## config.mk

```make
export PLATFORM = sky130hd
export DESIGN_NAME = ifu_fetch
export DESIGN_NICKNAME = d
export VERILOG_FILES = /design/src/rtl/ifu_fetch.sv
export SDC_FILE = /design/constraint.sdc
export NUM_CORES = 1
export LEC_CHECK = 0
export BUFFER_PORTS_ARGS = -buffer_cell sky130_fd_sc_hd__buf_2
export CAP_MARGIN = 20
export CORE_MARGIN = 2
export CORE_UTILIZATION = 58
export DETAILED_ROUTE_END_ITERATION = 8
export PLACE_DENSITY = 0.81
export SLEW_MARGIN = 15
export SYNTH_ARGS = -nofsm -noshare
export SYNTH_HDL_FRONTEND = slang
export SYNTH_SLANG_ARGS = --single-unit
```

## constraint.sdc

```tcl
create_clock -name clk -period 3.5 [get_ports clk]
set_clock_uncertainty 0.1 [all_clocks]
set_input_delay 0.7 -clock clk [delete_from_list [all_inputs] [get_ports clk]]
set_output_delay 0.7 -clock clk [all_outputs]
set_load 0.1 [all_outputs]
```

## src/rtl/ifu_fetch.sv

```systemverilog
// ifu_fetch: instruction fetch unit.
// Owns the program counter, issues in-order 32-bit reads to instruction memory,
// buffers returned words with their PCs and hands them to decode over valid/ready.
// A redirect flushes everything and marks in-flight responses as stale.
// Optional feature: define IFU_MISALIGN_EN to flag misaligned redirects and
// stall fetch until an aligned redirect; without it redirect_pc[1:0] is forced to 0.
module ifu_fetch #(
    parameter logic [63:0] RESET_PC  = 64'h0000_0000_8000_0000,
    parameter int          BUF_DEPTH = 2
) (
    input  logic        clk,
    input  logic        rst_n,
    input  logic        redirect_valid,
    input  logic [63:0] redirect_pc,
    output logic        imem_req_valid,
    input  logic        imem_req_ready,
    output logic [63:0] imem_req_addr,
    input  logic        imem_resp_valid,
    input  logic [31:0] imem_resp_data,
    output logic        id_valid,
    input  logic        id_ready,
    output logic [63:0] id_pc,
    output logic [31:0] id_inst
`ifdef IFU_MISALIGN_EN
    ,
    output logic        fetch_misaligned
`endif
);

    localparam int PTR_W = $clog2(BUF_DEPTH);
    localparam int CNT_W = $clog2(BUF_DEPTH + 1);

    logic [63:0]      fetch_pc;
    logic [63:0]      pcq [BUF_DEPTH];
    logic [PTR_W-1:0] pcq_rd;
    logic [PTR_W-1:0] pcq_wr;
    logic [63:0]      ibuf_pc   [BUF_DEPTH];
    logic [31:0]      ibuf_inst [BUF_DEPTH];
    logic [PTR_W-1:0] ibuf_rd;
    logic [PTR_W-1:0] ibuf_wr;
    logic [CNT_W-1:0] buf_count;
    logic [CNT_W-1:0] outstanding;
    logic [CNT_W-1:0] drop_cnt;

    logic             req_fire;
    logic             resp_keep;
    logic             id_fire;
    logic [CNT_W:0]   credit_used;
    logic [63:0]      resp_pc;
    logic [63:0]      redirect_target;
    logic             misalign_hold;
    logic [CNT_W-1:0] resp_dec;

`ifdef IFU_MISALIGN_EN
    logic misaligned;

    assign redirect_target  = redirect_pc;
    assign misalign_hold    = misaligned;
    assign fetch_misaligned = misaligned;

    // Sticky misaligned flag: every redirect re-evaluates it, so only an aligned one clears it
    always_ff @(posedge clk or negedge rst_n) begin
        if (!rst_n) begin
            misaligned <= 1'b0;
        end else if (redirect_valid) begin
            misaligned <= (redirect_pc[1:0] != 2'b00);
        end
    end
`else
    // Low address bits are dropped so fetch always stays word aligned
    assign redirect_target = {redirect_pc[63:2], redirect_pc[1:0] & 2'b00};
    assign misalign_hold   = 1'b0;
`endif

    assign credit_used    = {1'b0, outstanding} + {1'b0, buf_count};
    assign imem_req_valid = rst_n && !redirect_valid && !misalign_hold &&
                            (credit_used < (CNT_W+1)'(BUF_DEPTH));
    assign imem_req_addr  = fetch_pc;
    assign req_fire       = imem_req_valid && imem_req_ready;
    assign resp_keep      = imem_resp_valid && (drop_cnt == '0);
    assign resp_dec       = CNT_W'(imem_resp_valid);

    assign id_valid = (buf_count != '0);
    assign id_pc    = ibuf_pc[ibuf_rd];
    assign id_inst  = ibuf_inst[ibuf_rd];
    assign id_fire  = id_valid && id_ready;

    // With no live request queued, a response can only belong to the request issued this same cycle
    assign resp_pc = (outstanding == drop_cnt) ? fetch_pc : pcq[pcq_rd];

    // Fetch PC, PC queue, instruction buffer and credit/drop bookkeeping
    always_ff @(posedge clk or negedge rst_n) begin
        if (!rst_n) begin
            fetch_pc    <= RESET_PC;
            pcq_rd      <= '0;
            pcq_wr      <= '0;
            ibuf_rd     <= '0;
            ibuf_wr     <= '0;
            buf_count   <= '0;
            outstanding <= '0;
            drop_cnt    <= '0;
            for (int i = 0; i < BUF_DEPTH; i++) begin
                pcq[i]       <= '0;
                ibuf_pc[i]   <= '0;
                ibuf_inst[i] <= '0;
            end
        end else if (redirect_valid) begin
            fetch_pc    <= redirect_target;
            pcq_rd      <= '0;
            pcq_wr      <= '0;
            ibuf_rd     <= '0;
            ibuf_wr     <= '0;
            buf_count   <= '0;
            outstanding <= outstanding - resp_dec;
            drop_cnt    <= outstanding - resp_dec;
        end else begin
            if (req_fire) begin
                pcq[pcq_wr] <= fetch_pc;
                pcq_wr      <= pcq_wr + 1'b1;
                fetch_pc    <= fetch_pc + 64'd4;
            end
            if (imem_resp_valid && (drop_cnt != '0)) begin
                drop_cnt <= drop_cnt - 1'b1;
            end
            if (resp_keep) begin
                ibuf_pc[ibuf_wr]   <= resp_pc;
                ibuf_inst[ibuf_wr] <= imem_resp_data;
                ibuf_wr            <= ibuf_wr + 1'b1;
                pcq_rd             <= pcq_rd + 1'b1;
            end
            if (id_fire) begin
                ibuf_rd <= ibuf_rd + 1'b1;
            end
            buf_count   <= buf_count + CNT_W'(resp_keep) - CNT_W'(id_fire);
            outstanding <= outstanding + CNT_W'(req_fire) - resp_dec;
        end
    end

endmodule
```

# Yosys cells after proc, flatten, opt, wreduce, memory -nomap -nowiden
# Index checks and enable logic that the tools add are counted.
# op_classes
addsub,12
order_cmp,7
eq_ne,1
mux,33
bitwise_logic,5
reduce_logical,18
# ops
op,n
two-way mux 64 bit,11
bitwise mux 128 bit,2
demux 64 bit (select 1 bit),2
two-way mux 32 bit,4
"adder 64 x 3 -> 64 bit, second input constant",1
bitwise mux 64 bit,1
demux 32 bit (select 1 bit),1
nonzero test 2 bit,6
"greater-or-equal comparator 2 bit, second input constant",4
logical AND 1 bit,8
two-way mux 1 bit,8
two-way mux 2 bit,4
inverter 1 -> 2 bit,4
subtractor 2 x 1 -> 2 bit,3
"adder 1 bit, second input constant",4
adder 2 x 1 -> 2 bit,2
"less-than comparator 2 x 1 -> 1 bit, second input constant",2
AND reduction 2 bit,2
adder 2 x 2 -> 3 bit,1
"less-than comparator 3 x 2 -> 1 bit, second input constant",1
equality test 2 bit,1
zero test 2 bit,1
"subtractor 2 x 1 -> 2 bit, second input constant",1
zero test 1 bit,1
inverter 1 bit,1
# totals
ff_bits,394
input_bits,102
output_inout_bits,162
word_cells,90

# Longest topological paths before layout
# logic_depth
ltp_word,7
depth_mapped,12
mapped_depth_nobuf,11

# Worst setup path before layout
# No wires, ideal clock.
# synth_timing
path_type,register to register
start,reg outstanding[0]
end,reg fetch_pc[61] (netlist: imem_req_addr[61])
setup_ns,0.070
t_arrival_ns,5.750
slack_ns,-2.420
stages_incl_launch_ff,10
path_buffers,1
cell_sequence,dfrtp_1 > and2_1 > fa_1 > nor4b_1 > and2_1 > buf_2 > inv_1 > or4b_2 > mux2_2 > nand2_1
# synth_via
elab_chain_cells,5
# synth_rtl
element,line,rtl
from (decl),42,logic [CNT_W-1:0] outstanding;
from (signal assigned),114,outstanding <= outstanding - resp_dec;
from (signal assigned),135,outstanding <= outstanding + CNT_W'(req_fire) - resp_dec;
adder 2 x 2 -> 3 bit,75,"assign credit_used = {1'b0, outstanding} + {1'b0, buf_count};"
less-than comparator 3 x 2 -> 1 bit,77,(credit_used < (CNT_W+1)'(BUF_DEPTH));
logical AND 1 bit,76,assign imem_req_valid = rst_n && !redirect_valid && !misalign_hold &&
via imem_req_valid,15,"output logic imem_req_valid,"
logical AND 1 bit,79,assign req_fire = imem_req_valid && imem_req_ready;
nonzero test 2 bit (no line),n/a,
to (signal assigned),108,fetch_pc <= redirect_target;
to (signal assigned),120,fetch_pc <= fetch_pc + 64'd4;
to (decl),33,logic [63:0] fetch_pc;
# The timed path passes the listed nets, and every way through them passes these cells.
# A chain may end at the register's enable or synchronous reset.

# Final worst setup path
# layout_timing
start,reg outstanding[0]
end,reg pcq[45] in the netlist's numbering
# layout_via
elab_chain_cells,5
# layout_rtl
element,line,rtl
adder 2 x 2 -> 3 bit,75,
less-than comparator 3 x 2 -> 1 bit,77,
logical AND 1 bit,76,
logical AND 1 bit,79,
AND reduction 2 bit (no line),n/a,
"to (signal, indexed assignment)",118,pcq[pcq_wr] <= fetch_pc;
to (decl),34,logic [63:0] pcq [BUF_DEPTH];
# No other way between the ends.

==> metrics.yaml <==
synth:
  synth_top_flop_cell: "dfrtp_1"
  synth-async-reset-ratio_pct: 100
  postSynthCellCount: 1668
  synth_cell_types: 58
  yosysTopAreaCell: "dfrtp_1"
  synth_seq_cells: 384
  synth_edf_count: 0
  yosys-top-cells-area: "dfrtp_1, mux2_2, o21ai_0"
  yosysTopAreaCellShare_pct: 53.0
  yosysWarnings: 0
  yosysSeqAreaShare_pct: 53.1
  avgSynthCellArea_um2: 10.8
  synth_area_um2: 18100
drt:
  drtPass1Iterations: 5
  via_count: 13663
  drc: 0
  first_iter_violations: 770
  wire_per_inst_um: 19.4
  ant_nets: 0
  via_per_inst: 5.92
  postRouteWirelength_mm: 44.9
setup_path:
  cp.required_ns: 3.80
  slowest_stage: "fa_1"
  worstPathCellList: "and2_4, fa_1, nor4b_4, and2_1, nand2_4, buf_4, mux2_2"
  worstSetupPathType: "reg2reg"
  cp-start-kind: "flop"
  path_max_fanout: 29
  critical_path.top_delay_family: "simple AND/OR/NAND/NOR gates"
  end_kind: "flop"
  cp.buffers_inverters: 1
  max_stage_delay_ns: 0.55
  cp.arrival_ns: 3.51
placed_design:
  dp.cells: 2236
  place_ws_ns: 0.335
  portBuffers: 257
  hpwl_mm: 29.4
  dpl_cell_area_um2: 19800
  gp_congestion: 0.854
grt:
  grt_use_total_pct: 27.4
  gr-total-overflow: 0
  grt_first_pass_wirelength_mm: 72.7
  antenna_found_initial: 2
  grt_start_max_net_pins: 91
  grt_pass1_vias: 13987
power:
  p_leak_nw: 9.89
  vdd_drop_max_mv: 0.860
  power_density_nw_per_um2: 1070
floorplan:
  rows: 64
  die_area_um2: 32600
  die_x_um: 181
  io_pins: 264
  coreArea_um2: 30700
  die_h_um: 181
  start_util_pct: 59.0
timing:
  finalHoldViolCount: 0
  rsz0062_at_grt: "no"
  finalWorstSetupSlack_ns: 0.292
  tns_ns: 0
  worst_pin_slew_ns: 0.946
  slew-limit-headroom_pct: 36.9
  min_period_over_period_pct: 91.6
  period_minus_slack_ns: 3.21
  setup_viol: 0
  slew_viol_final: 0
  holdWs_ns: 0.289
  timing.fmax_ghz: 0.312
final_layout:
  final_area_um2: 21200
  final_cell_count_no_fill: 2308
  final_nets: 1995
  drive_gt1_share_pct: 33.8
  area_delta_synth_final_pct: 17.3
  final.fill_count: 2209
worst_hold_path:
  hold_class: "in2reg"
run:
  maxCapViolations: 0
clock_tree:
  clock-sinks: 384
  clk_pin_slew_ns: 0.06
  cts_buffer_depth: 3
  htree_levels: 2
  insertion_delay_ns: 0.52
  numCtsBuffers: 41
  cts_tree: "yes"
  cts_root_buf: "clkbuf_16"
outcome:
  outcome: "finished clean"
Yosys cell counts, types with 17 or more instances:
| cell type | count |
|---|---|
| dfrtp_1 | 383 |
| nand4_1 | 31 |
| buf_1 | 23 |
| xnor2_1 | 25 |
| mux2i_1 | 67 |
| clkbuf_1 | 89 |
| nand2_1 | 278 |
| mux2_2 | 267 |
| inv_1 | 17 |
| nand3_1 | 31 |
| xor2_1 | 20 |
| nor2_1 | 35 |
| o21ai_0 | 250 |
path summary, 6_finish.rpt:
kind | cells past startpoint | slack [ns] | startpoint | to
worst min-delay path | 3 | 0.29 | redirect_pc[5] | imem_req_addr[5]
min in group asynchronous | 2 | 0.59 | rst_n | buf_count[1]
worst max-delay path | 7 | 0.29 | outstanding[0] | pcq[45]
worst max register to register | 7 | 0.29 | outstanding[0] | pcq[45]
max in group asynchronous | 4 | 0.64 | rst_n | pcq_rd
worst min register to register | 2 | 0.37 | ibuf_pc[8] | ibuf_pc[8]
registers in the layout, summed over array words and instances (netlist names):
register	count
ibuf_pc	124
pcq	124
ibuf_inst	64
imem_req_addr	62
buf_count	2
drop_cnt	2
outstanding	2
ibuf_rd	1
ibuf_wr	1
pcq_rd	1
pcq_wr	1
where the power goes:
part	internal (mW)	switching (mW)
Combinational	2.92	8.28
Clock	2.58	1.69
Sequential	6.04	1.07
Total	11.5	11.0
cell type report:
class	count	area, um^2	share of cell area, %
diodes	2	5.00	0.0236
clock buffers	58	1230	5.81
clock inverters	10	106	0.502
inverters	18	70.1	0.330
multi-input cells	1149	8010	37.8
flip-flops and latches	384	9620	45.4
well taps	396	495	2.34
repair buffers	291	1670	7.87
worst register-to-register path, stage by stage (launching register included):
cell and delay, ns:
dfrtp_1 0.42, and2_4 0.16, fa_1 0.55, nor4b_4 0.25, and2_1 0.52, nand2_4 0.41
buf_4 0.37, mux2_2 0.31
layout by cell type (no fill, tap or decap), types with 4 or more instances in the layout:
master and n:
nor4_2 4, clkinv_2 6, nor4_1 13, mux2i_1 67, inv_1 15, and3_1 8
o21ai_0 249, clkbuf_16 43, buf_12 7, nand3_1 31, dfrtp_1 381, clkbuf_1 5
nand2b_1 5, a31oi_1 14, conb_1 4, nand2_1 276, ha_1 5, clkbuf_8 10
nand4_1 31, mux2_2 266, or4_1 8, nor3_1 13, o31ai_1 4, o31a_1 6
xnor2_1 25, buf_4 25, xor2_1 20, buf_2 255, nor2_1 35, or3_1 11
stage by stage:
step           utilization [%]  total power, mW
4_1_cts                   69.0             22.7
3_5_place_dp              64.6             18.3
2_1_floorplan                -             16.2
6_report                  69.1             22.6
3_3_place_gp              64.6             18.0
5_1_grt                   69.1             23.8
logic make-up (layout without fill, tap and decap cells):
logic type                 count (synthesis)  after routing  share of synthesized area, %
other                                      1              6                        0.0207
buffers and inverters                    138            377                          3.01
DFF                                      384            384                          53.1
muxes                                    334            334                          20.3
AOI/OAI and AO/OA                        294            294                          8.74
xor gates and xnor gates                  45             45                          2.18
and+or+nand+nor                          464            464                          12.0
adders and majority gates                  8              8                         0.595
metal layers:
metal,vias up,GRT usage [%],wire length (um)
li1,6305,-,-
met1,6786,36.5,19100
met2,463,45.0,21700
met3,109,4.75,2600
met4,0,10.5,1510
met5,-,0,0
timing repair:
action | 4_1_cts | 5_1_grt
hold buffers | 1 | 0
endpoints found under the hold margin | 32 | 0
gates resized for setup | 0 | 0
buffers inserted | 0 | 0
Note: power is estimated with default switching activity, not from simulation.
